<file path="src/rtl/eviction_sequencer_if.sv">
// Handshake bundle between the miss sequencer, the pipeline miss port, the
// eviction policy and the memory-side writeback/refill channels.
interface eviction_sequencer_if #(
  parameter int unsigned NUM_WAYS  = 4,
  parameter int unsigned TAG_WIDTH = 20
);
  logic                 missValid;
  logic                 missReady;
  logic [TAG_WIDTH-1:0] missTag;
  logic [NUM_WAYS-1:0]  wayValid;
  logic [NUM_WAYS-1:0]  wayDirty;
  logic                 victimReq;
  logic                 evictionReady;
  logic [NUM_WAYS-1:0]  evictionTarget;
  logic                 wbValid;
  logic                 wbReady;
  logic [NUM_WAYS-1:0]  wbWay;
  logic                 fillValid;
  logic                 fillReady;
  logic [TAG_WIDTH-1:0] fillTag;
  logic                 fillDone;
  logic [NUM_WAYS-1:0]  allocateWay;
  logic                 missDone;
  logic                 missError;
  logic                 busy;

  // Sequencer side.
  modport slave (
    input  missValid, missTag, wayValid, wayDirty, evictionReady, evictionTarget,
           wbReady, fillReady, fillDone,
    output missReady, victimReq, wbValid, wbWay, fillValid, fillTag,
           allocateWay, missDone, missError, busy
  );

  // Pipeline / policy / memory side.
  modport master (
    output missValid, missTag, wayValid, wayDirty, evictionReady, evictionTarget,
           wbReady, fillReady, fillDone,
    input  missReady, victimReq, wbValid, wbWay, fillValid, fillTag,
           allocateWay, missDone, missError, busy
  );
endinterface

</file>
<file path="src/rtl/eviction_sequencer.sv">
// Miss-handling sequencer for one cache set: way selection, victim writeback,
// refill and allocate. Optional watchdog abort enabled by EVICT_TIMEOUT_EN.
module eviction_sequencer #(
  parameter int unsigned NUM_WAYS       = 4,
  parameter int unsigned TAG_WIDTH      = 20,
  parameter int unsigned TIMEOUT_CYCLES = 1024
) (
  input logic                 clk,
  input logic                 reset,
  eviction_sequencer_if.slave bus
);

  typedef enum logic [2:0] {
    S_IDLE,
    S_SELECT,
    S_WAIT_VICTIM,
    S_WRITEBACK,
    S_REFILL,
    S_WAIT_FILL,
    S_ALLOCATE
  } state_e;

  state_e               state_q, state_d;
  logic [TAG_WIDTH-1:0] tag_q, tag_d;
  logic [NUM_WAYS-1:0]  way_q, way_d;
  logic [NUM_WAYS-1:0]  free_ways;
  logic [NUM_WAYS-1:0]  victim_pick;
  logic                 timeout_hit;

  function automatic logic [NUM_WAYS-1:0] lowest_one(input logic [NUM_WAYS-1:0] v);
    logic [NUM_WAYS-1:0] r;
    r = '0;
    for (int unsigned i = 0; i < NUM_WAYS; i++) begin
      if (v[i] && (r == '0)) r[i] = 1'b1;
    end
    return r;
  endfunction

  assign free_ways   = ~bus.wayValid;
  assign victim_pick = lowest_one(bus.evictionTarget);

`ifdef EVICT_TIMEOUT_EN
  localparam int unsigned CNT_W = $clog2(TIMEOUT_CYCLES + 1);

  logic [CNT_W-1:0] cnt_q, cnt_d;
  logic             waiting;

  assign waiting     = (state_q == S_WAIT_VICTIM) || (state_q == S_WRITEBACK) ||
                       (state_q == S_REFILL)      || (state_q == S_WAIT_FILL);
  assign timeout_hit = waiting && (cnt_q == CNT_W'(TIMEOUT_CYCLES));

  always_comb begin
    cnt_d = '0;
    if (waiting && (state_d == state_q)) cnt_d = cnt_q + CNT_W'(1);
  end

  always_ff @(posedge clk) begin
    if (reset) cnt_q <= '0;
    else       cnt_q <= cnt_d;
  end
`else
  logic unused_timeout;
  assign unused_timeout = (TIMEOUT_CYCLES != 0);
  assign timeout_hit    = 1'b0;
`endif

  always_comb begin
    state_d = state_q;
    tag_d   = tag_q;
    way_d   = way_q;
    if (timeout_hit) begin
      state_d = S_IDLE;
    end else begin
      case (state_q)
        S_IDLE: begin
          if (bus.missValid) begin
            tag_d   = bus.missTag;
            state_d = S_SELECT;
          end
        end
        S_SELECT: begin
          if (free_ways != '0) begin
            way_d   = lowest_one(free_ways);
            state_d = S_REFILL;
          end else begin
            state_d = S_WAIT_VICTIM;
          end
        end
        S_WAIT_VICTIM: begin
          // A ready policy with an empty target is not a usable answer.
          if (bus.evictionReady && (bus.evictionTarget != '0)) begin
            way_d   = victim_pick;
            state_d = ((bus.wayDirty & victim_pick) != '0) ? S_WRITEBACK : S_REFILL;
          end
        end
        S_WRITEBACK: if (bus.wbReady)   state_d = S_REFILL;
        S_REFILL:    if (bus.fillReady) state_d = S_WAIT_FILL;
        S_WAIT_FILL: if (bus.fillDone)  state_d = S_ALLOCATE;
        S_ALLOCATE:  state_d = S_IDLE;
        default:     state_d = S_IDLE;
      endcase
    end
  end

  always_ff @(posedge clk) begin
    if (reset) begin
      state_q <= S_IDLE;
      tag_q   <= '0;
      way_q   <= '0;
    end else begin
      state_q <= state_d;
      tag_q   <= tag_d;
      way_q   <= way_d;
    end
  end

  // Outputs decode registered state only; the abort cycle drops all requests.
  assign bus.missReady   = (state_q == S_IDLE);
  assign bus.busy        = (state_q != S_IDLE);
  assign bus.victimReq   = (state_q == S_WAIT_VICTIM) && !timeout_hit;
  assign bus.wbValid     = (state_q == S_WRITEBACK) && !timeout_hit;
  assign bus.wbWay       = bus.wbValid ? way_q : '0;
  assign bus.fillValid   = (state_q == S_REFILL) && !timeout_hit;
  assign bus.fillTag     = bus.fillValid ? tag_q : '0;
  assign bus.allocateWay = (state_q == S_ALLOCATE) ? way_q : '0;
  assign bus.missDone    = (state_q == S_ALLOCATE) || timeout_hit;
  assign bus.missError   = timeout_hit;

endmodule
</file>
<file path="src/flat_wrapper.sv">
// flat-port wrapper written by rule: the top's interface ports become plain ports
module eviction_sequencer_flat 
#(
  parameter int unsigned NUM_WAYS       = 4,
  parameter int unsigned TAG_WIDTH      = 20,
  parameter int unsigned TIMEOUT_CYCLES = 1024
)
  (clk, reset, bus_missValid, bus_missTag, bus_wayValid, bus_wayDirty, bus_evictionReady, bus_evictionTarget, bus_wbReady, bus_fillReady, bus_fillDone, bus_missReady, bus_victimReq, bus_wbValid, bus_wbWay, bus_fillValid, bus_fillTag, bus_allocateWay, bus_missDone, bus_missError, bus_busy);
  eviction_sequencer_if #(.NUM_WAYS(NUM_WAYS), .TAG_WIDTH(TAG_WIDTH)) bus_i ();
  input logic clk;
  input logic reset;
  input wire logic [$bits(bus_i.missValid)-1:0] bus_missValid;
  input wire logic [$bits(bus_i.missTag)-1:0] bus_missTag;
  input wire logic [$bits(bus_i.wayValid)-1:0] bus_wayValid;
  input wire logic [$bits(bus_i.wayDirty)-1:0] bus_wayDirty;
  input wire logic [$bits(bus_i.evictionReady)-1:0] bus_evictionReady;
  input wire logic [$bits(bus_i.evictionTarget)-1:0] bus_evictionTarget;
  input wire logic [$bits(bus_i.wbReady)-1:0] bus_wbReady;
  input wire logic [$bits(bus_i.fillReady)-1:0] bus_fillReady;
  input wire logic [$bits(bus_i.fillDone)-1:0] bus_fillDone;
  output wire logic [$bits(bus_i.missReady)-1:0] bus_missReady;
  output wire logic [$bits(bus_i.victimReq)-1:0] bus_victimReq;
  output wire logic [$bits(bus_i.wbValid)-1:0] bus_wbValid;
  output wire logic [$bits(bus_i.wbWay)-1:0] bus_wbWay;
  output wire logic [$bits(bus_i.fillValid)-1:0] bus_fillValid;
  output wire logic [$bits(bus_i.fillTag)-1:0] bus_fillTag;
  output wire logic [$bits(bus_i.allocateWay)-1:0] bus_allocateWay;
  output wire logic [$bits(bus_i.missDone)-1:0] bus_missDone;
  output wire logic [$bits(bus_i.missError)-1:0] bus_missError;
  output wire logic [$bits(bus_i.busy)-1:0] bus_busy;
  assign bus_i.missValid = bus_missValid;
  assign bus_i.missTag = bus_missTag;
  assign bus_i.wayValid = bus_wayValid;
  assign bus_i.wayDirty = bus_wayDirty;
  assign bus_i.evictionReady = bus_evictionReady;
  assign bus_i.evictionTarget = bus_evictionTarget;
  assign bus_i.wbReady = bus_wbReady;
  assign bus_i.fillReady = bus_fillReady;
  assign bus_i.fillDone = bus_fillDone;
  assign bus_missReady = bus_i.missReady;
  assign bus_victimReq = bus_i.victimReq;
  assign bus_wbValid = bus_i.wbValid;
  assign bus_wbWay = bus_i.wbWay;
  assign bus_fillValid = bus_i.fillValid;
  assign bus_fillTag = bus_i.fillTag;
  assign bus_allocateWay = bus_i.allocateWay;
  assign bus_missDone = bus_i.missDone;
  assign bus_missError = bus_i.missError;
  assign bus_busy = bus_i.busy;
  eviction_sequencer #(.NUM_WAYS(NUM_WAYS), .TAG_WIDTH(TAG_WIDTH), .TIMEOUT_CYCLES(TIMEOUT_CYCLES)) u_core (.clk(clk), .reset(reset), .bus(bus_i));
endmodule
</file>
<file path="config.mk">
export PLATFORM = sky130hd
export DESIGN_NAME = eviction_sequencer_flat
export DESIGN_NICKNAME = d
export VERILOG_FILES = /design/src/rtl/eviction_sequencer_if.sv /design/src/rtl/eviction_sequencer.sv /design/src/flat_wrapper.sv
export SDC_FILE = /design/constraint.sdc
export NUM_CORES = 1
export LEC_CHECK = 0
export CAP_MARGIN = 20
export CORE_MARGIN = 5
export CORE_UTILIZATION = 43
export DETAILED_ROUTE_END_ITERATION = 7
export HOLD_SLACK_MARGIN = 0.1
export PLACE_DENSITY = 0.87
export SKIP_CTS_REPAIR_TIMING = 1
export SLEW_MARGIN = 0
export SYNTH_ARGS = -nofsm -noshare
export SYNTH_HDL_FRONTEND = slang
export SYNTH_SLANG_ARGS = --single-unit
</file>
<file path="constraint.sdc">
create_clock -name clk -period 4 [get_ports clk]
set_input_delay 0.6 -clock clk [delete_from_list [all_inputs] [get_ports clk]]
set_output_delay 0.6 -clock clk [all_outputs]
set_load 0.1 [all_outputs]
</file>
After elaboration in Yosys (flattened, before gate mapping)
Cells that the tools add are included.
{ "word_totals": {"in_bits": 39, "word_cells": 67, "ff_bits": 27} }
{ "op_classes": {"n_bitwise": 4, "n_reduce_logical": 20, "n_mux": 28, "n_eq_ne": 12} }
{ "op_table": {"columns": ["cell", "count"], "rows": [
  ["$mux 3", 7],
  ["$mux 20", 1],
  ["$pmux 3 s6", 1],
  ["$mux 4", 4],
  ["$mux 1", 14],
  ["$reduce_bool 4->1", 3],
  ["$eq 3x3->1 const B", 3],
  ["$logic_not 3->1", 3],
  ["$ne 2x2->1 const B", 4],
  ["$pmux 4 s2", 1],
  ["$logic_and 1x1->1", 7],
  ["$eq 3x2->1 const B", 2],
  ["$reduce_and 5->1", 1],
  ["$and 4x4->4", 1],
  ["$logic_not 2->1", 2],
  ["$ne 2x1->1 const B", 2],
  ["$not 4->4", 1],
  ["$eq 3x1->1 const B", 1],
  ["$reduce_and 3->1", 1],
  ["$reduce_bool 3->1", 1],
  ["$not 1->1", 2],
  ["$reduce_and 2->1", 1],
  ["$reduce_bool 2->1", 1]
]} }

Depth between registers and ports, before layout
{ "logic_depth": {"depth_word": 19, "mapped_depth": 6, "mapped_depth_nobuf": 4} }

Least setup slack after synthesis
Ideal clock, no wire load.
{ "synth_path": {"kind": "register -> output", "start": "register u_core.state_q[2]", "end": "output bus_busy", "path_stages_with_launch": 4, "arrival_time_ns": 3.942, "t_required_ns": 3.400, "path_slack_ns": -0.542, "cell_sequence": "dfxtp_1 > buf_2 > nor3_1 > inv_1"} }
{ "synth_between": {"elab_chain_cells": 1} }
{ "synth_lines": {"columns": ["item", "line", "rtl"], "rows": [
  ["start, declared", "eviction_sequencer.sv:23", "state_e state_q, state_d;"],
  ["start signal, assigned", "eviction_sequencer.sv:111", "state_q <= state_d;"],
  ["$reduce_bool 3->1", "eviction_sequencer.sv:119", "assign bus.busy = (state_q != S_IDLE);"],
  ["end, declared", "flat_wrapper.sv:30", "output wire logic [$bits(bus_i.busy)-1:0] bus_busy;"]
]} }
No other way between the ends.

Final worst setup path
{ "layout_path": {"start": "register u_core.state_q[0]", "end": "output bus_allocateWay[2]"} }
{ "layout_between": {"elab_chain_cells": 2} }
{ "layout_lines": {"columns": ["item", "line", "rtl"], "rows": [
  ["$eq 3x3->1", "eviction_sequencer.sv:125", "assign bus.allocateWay = (state_q == S_ALLOCATE) ? way_q : '0;"],
  ["$mux 4", "eviction_sequencer.sv:125", null],
  ["end, declared", "flat_wrapper.sv:27", "output wire logic [$bits(bus_i.allocateWay)-1:0] bus_allocateWay;"]
]} }
No other way between the ends.

==> impl_metrics.env <==
export IMPL_synth_ff_type="dfxtp_1"
export IMPL_ant_nets=0
export IMPL_die_area_mm2=0.00466
export IMPL_cellPowerDensity_mw_per_mm2=483
export IMPL_critical_path_class="flip-flop to output port"
export IMPL_tns_ns=0
export IMPL_p_int_mw=0.532
export IMPL_place_congestion=0.828
export IMPL_worstMarginPinSlew_ns=0.993
export IMPL_avgSynthCellArea_um2=7.49
export IMPL_grt_max_degree=27
export IMPL_hold_class="flip-flop to flip-flop"
export IMPL_syn_area_mm2=0.00146
export IMPL_power_frac_seq_pct=36.7
export IMPL_numCtsBuffers=3
export IMPL_finalCritPeriodShare_pct=78.9
export IMPL_netlist_cell_type_count=41
export IMPL_synthCells=195
export IMPL_portBuffers=72
export IMPL_antenna_found_initial=0
export IMPL_max_cap_violations=0
export IMPL_start_util_pct=44.1
export IMPL_firstDrtPassIters=4
export IMPL_clockBufferDepth=2
export IMPL_crit_arrival_ns=2.56
export IMPL_crit_path_top_delay_cell="clkdlybuf4s50_1"
export IMPL_cp_num_buf_inv=2
export IMPL_cts_sinks=27
export IMPL_clock_latency_ns=0.31
export IMPL_seq_area_frac_synth_pct=37.0
export IMPL_fillers=318
export IMPL_cts_clk_slew_worst_paths_ns=0.13
export IMPL_reg2reg_depth=4
export IMPL_final_setup_viol_count=0
export IMPL_drt_wl_total_um=3920
export IMPL_startpoint_type="flip-flop"
export IMPL_fmax_mhz=317
export IMPL_grt_pass1_wl_um=6280
export IMPL_num_rows=21
export IMPL_synth_seq_cells=27
export IMPL_ys_warn_count=0
export IMPL_critPathTopFamily="buffers and inverters"
export IMPL_area_delta_synth_final_pct=47.3
export IMPL_rsz0062_at_grt="false"
export IMPL_vdd_drop_max_mv=0.377
export IMPL_first_global_vias=1379
export IMPL_wl_per_cell_um=12.9
export IMPL_utilization_pct=65.0
export IMPL_antenna_cells=0
export IMPL_post_route_min_period_ns=3.16
export IMPL_dpl_hpwl_um=3030
export IMPL_drc=0
export IMPL_fin_skew_ns=0.00216
export IMPL_slowest_delay_ns=0.97
export IMPL_via_count=1464
export IMPL_slew_viol_final=0
export IMPL_status="finished clean"
export IMPL_final_cell_mix="clkdlybuf4s50_1 (50), nand2_1 (44), dfxtp_1 (27), and2_1 (25), a21oi_1 (24)"
export IMPL_crit_path_max_fanout=17
export IMPL_p_clk_share_pct=10.9
export IMPL_cts_tree="built"
export IMPL_synth_edf_count=0
export IMPL_end_kind="output port"
export IMPL_hold_violations=0
export IMPL_critical_path_cell_count=4
export IMPL_relSlewSlack_pct=33.6
export IMPL_cp_cell_sequence="inv_2, and3_1, and2_1, clkdlybuf4s50_1"
export IMPL_final_net_count=297
export IMPL_p_leak_nw=0.895
export IMPL_grt_use_total_pct=17.2
export IMPL_die_h_um=68.3
export IMPL_via_per_inst=4.83
export IMPL_coreArea_mm2=0.00331
export IMPL_root_buffer="clkbuf_4"
export IMPL_synth_async_reset_ratio_pct=0
export IMPL_final_common_cell="clkdlybuf4s50_1"
export IMPL_drive_gt1_share_pct=13.2
export IMPL_swShare_pct=48.9
export IMPL_ios=74
export IMPL_cts_htree_levels=1
export IMPL_multiInputGateArea_um2=830
export IMPL_whs_path_depth=2
export IMPL_gr_total_overflow=0
export IMPL_drt_iter0_markers=65
export IMPL_dieWidth_um=68.3
export IMPL_p_comb_share_pct=52.5
export IMPL_syn_num_nets=234
export IMPL_crit_required_ns=3.40
export IMPL_regArea_um2=541
export IMPL_p_sw_mw=0.508
==> power by group through the flow <==
stage	clock (mW)	combinational, mW	sequential [mW]
finish	0.113	0.546	0.381
global placement	0	0.545	0.384
CTS	0.120	0.551	0.380
floorplan	0	0.463	0.348
global route	0.133	0.589	0.390
detailed placement	0	0.550	0.387
==> layout make-up <==
| class | count | area share [%] |
|---|---|---|
| Multi-Input combinational cell | 146 | 38.5 |
| Timing Repair Buffer | 73 | 31.3 |
| Tap cell | 46 | 2.67 |
| Sequential cell | 27 | 25.1 |
| Inverter | 7 | 1.22 |
| Clock buffer | 4 | 1.22 |
==> path summary, 6_finish.rpt <==
check                     from                  to  slack [ns]
max          u_core.state_q[0]  bus_allocateWay[2]        0.84
min reg2reg    u_core.tag_q[9]     u_core.tag_q[9]        0.46
max reg2reg  u_core.state_q[0]     u_core.tag_q[3]        2.23
min            u_core.tag_q[9]     u_core.tag_q[9]        0.46
==> tightest hold or removal path, stage by stage (launching register included) <==
cell and delay, ns:
dfxtp_1 0.33, nand2_1 0.05, a21oi_1 0.05
==> registers in the layout (all words and copies together), names as in the netlist <==
name	flops
u_core.tag_q	20
u_core.way_q	4
u_core.state_q	3
==> cells in the mapped netlist (2+ instances only) <==
library cell   n  area (um2)
o311a_1        2        20.0
a211o_1        2        17.5
nor3_1         5        25.0
nor3b_1        2        15.0
mux2i_1        3        30.0
nor2b_2        2        17.5
nor2b_1        2        12.5
buf_2          4        20.0
a31oi_1        2        12.5
nand2_1       44         165
nor2_1         4        15.0
clkbuf_1       8        30.0
buf_4          2        15.0
nand2b_1       3        18.8
inv_2          2        7.51
and3_1         6        37.5
dfxtp_1       27         541
a21oi_1       24         120
and2_1        25         156
nand4_1        2        12.5
inv_1          4        15.0
==> per-layer routing <==
layer  global-route usage (%)  part of all wire, %  up-vias
li1                         -                    -      782
met1                     22.2                   44      641
met2                     29.6                   49       41
met3                     4.76                  6.4        0
met4                     1.49                    0        0
met5                        0                    0        -
==> through the flow <==
stage	instance area [um2]	hold WS (ns)	worst slack, ns	power [mW]	cells
after floorplan	1470	0.432	0.735	0.810	195
after CTS	2150	0.461	0.850	1.05	303
after global routing	2150	0.477	0.754	1.11	303
final	2150	0.458	0.844	1.04	303
after detailed placement	2130	0.442	1.23	0.936	299
after global placement	2130	0.437	1.25	0.929	299
==> cell families after synthesis <==
kind of cell | synth area share, %
flip-flops | 37.0
AND/OR/NAND/NOR | 38.2
AO/OA/AOI/OAI | 15.9
other | 0.257
buffers and inverters | 6.59
multiplexers | 2.05
(Power assumes the default switching activity.)
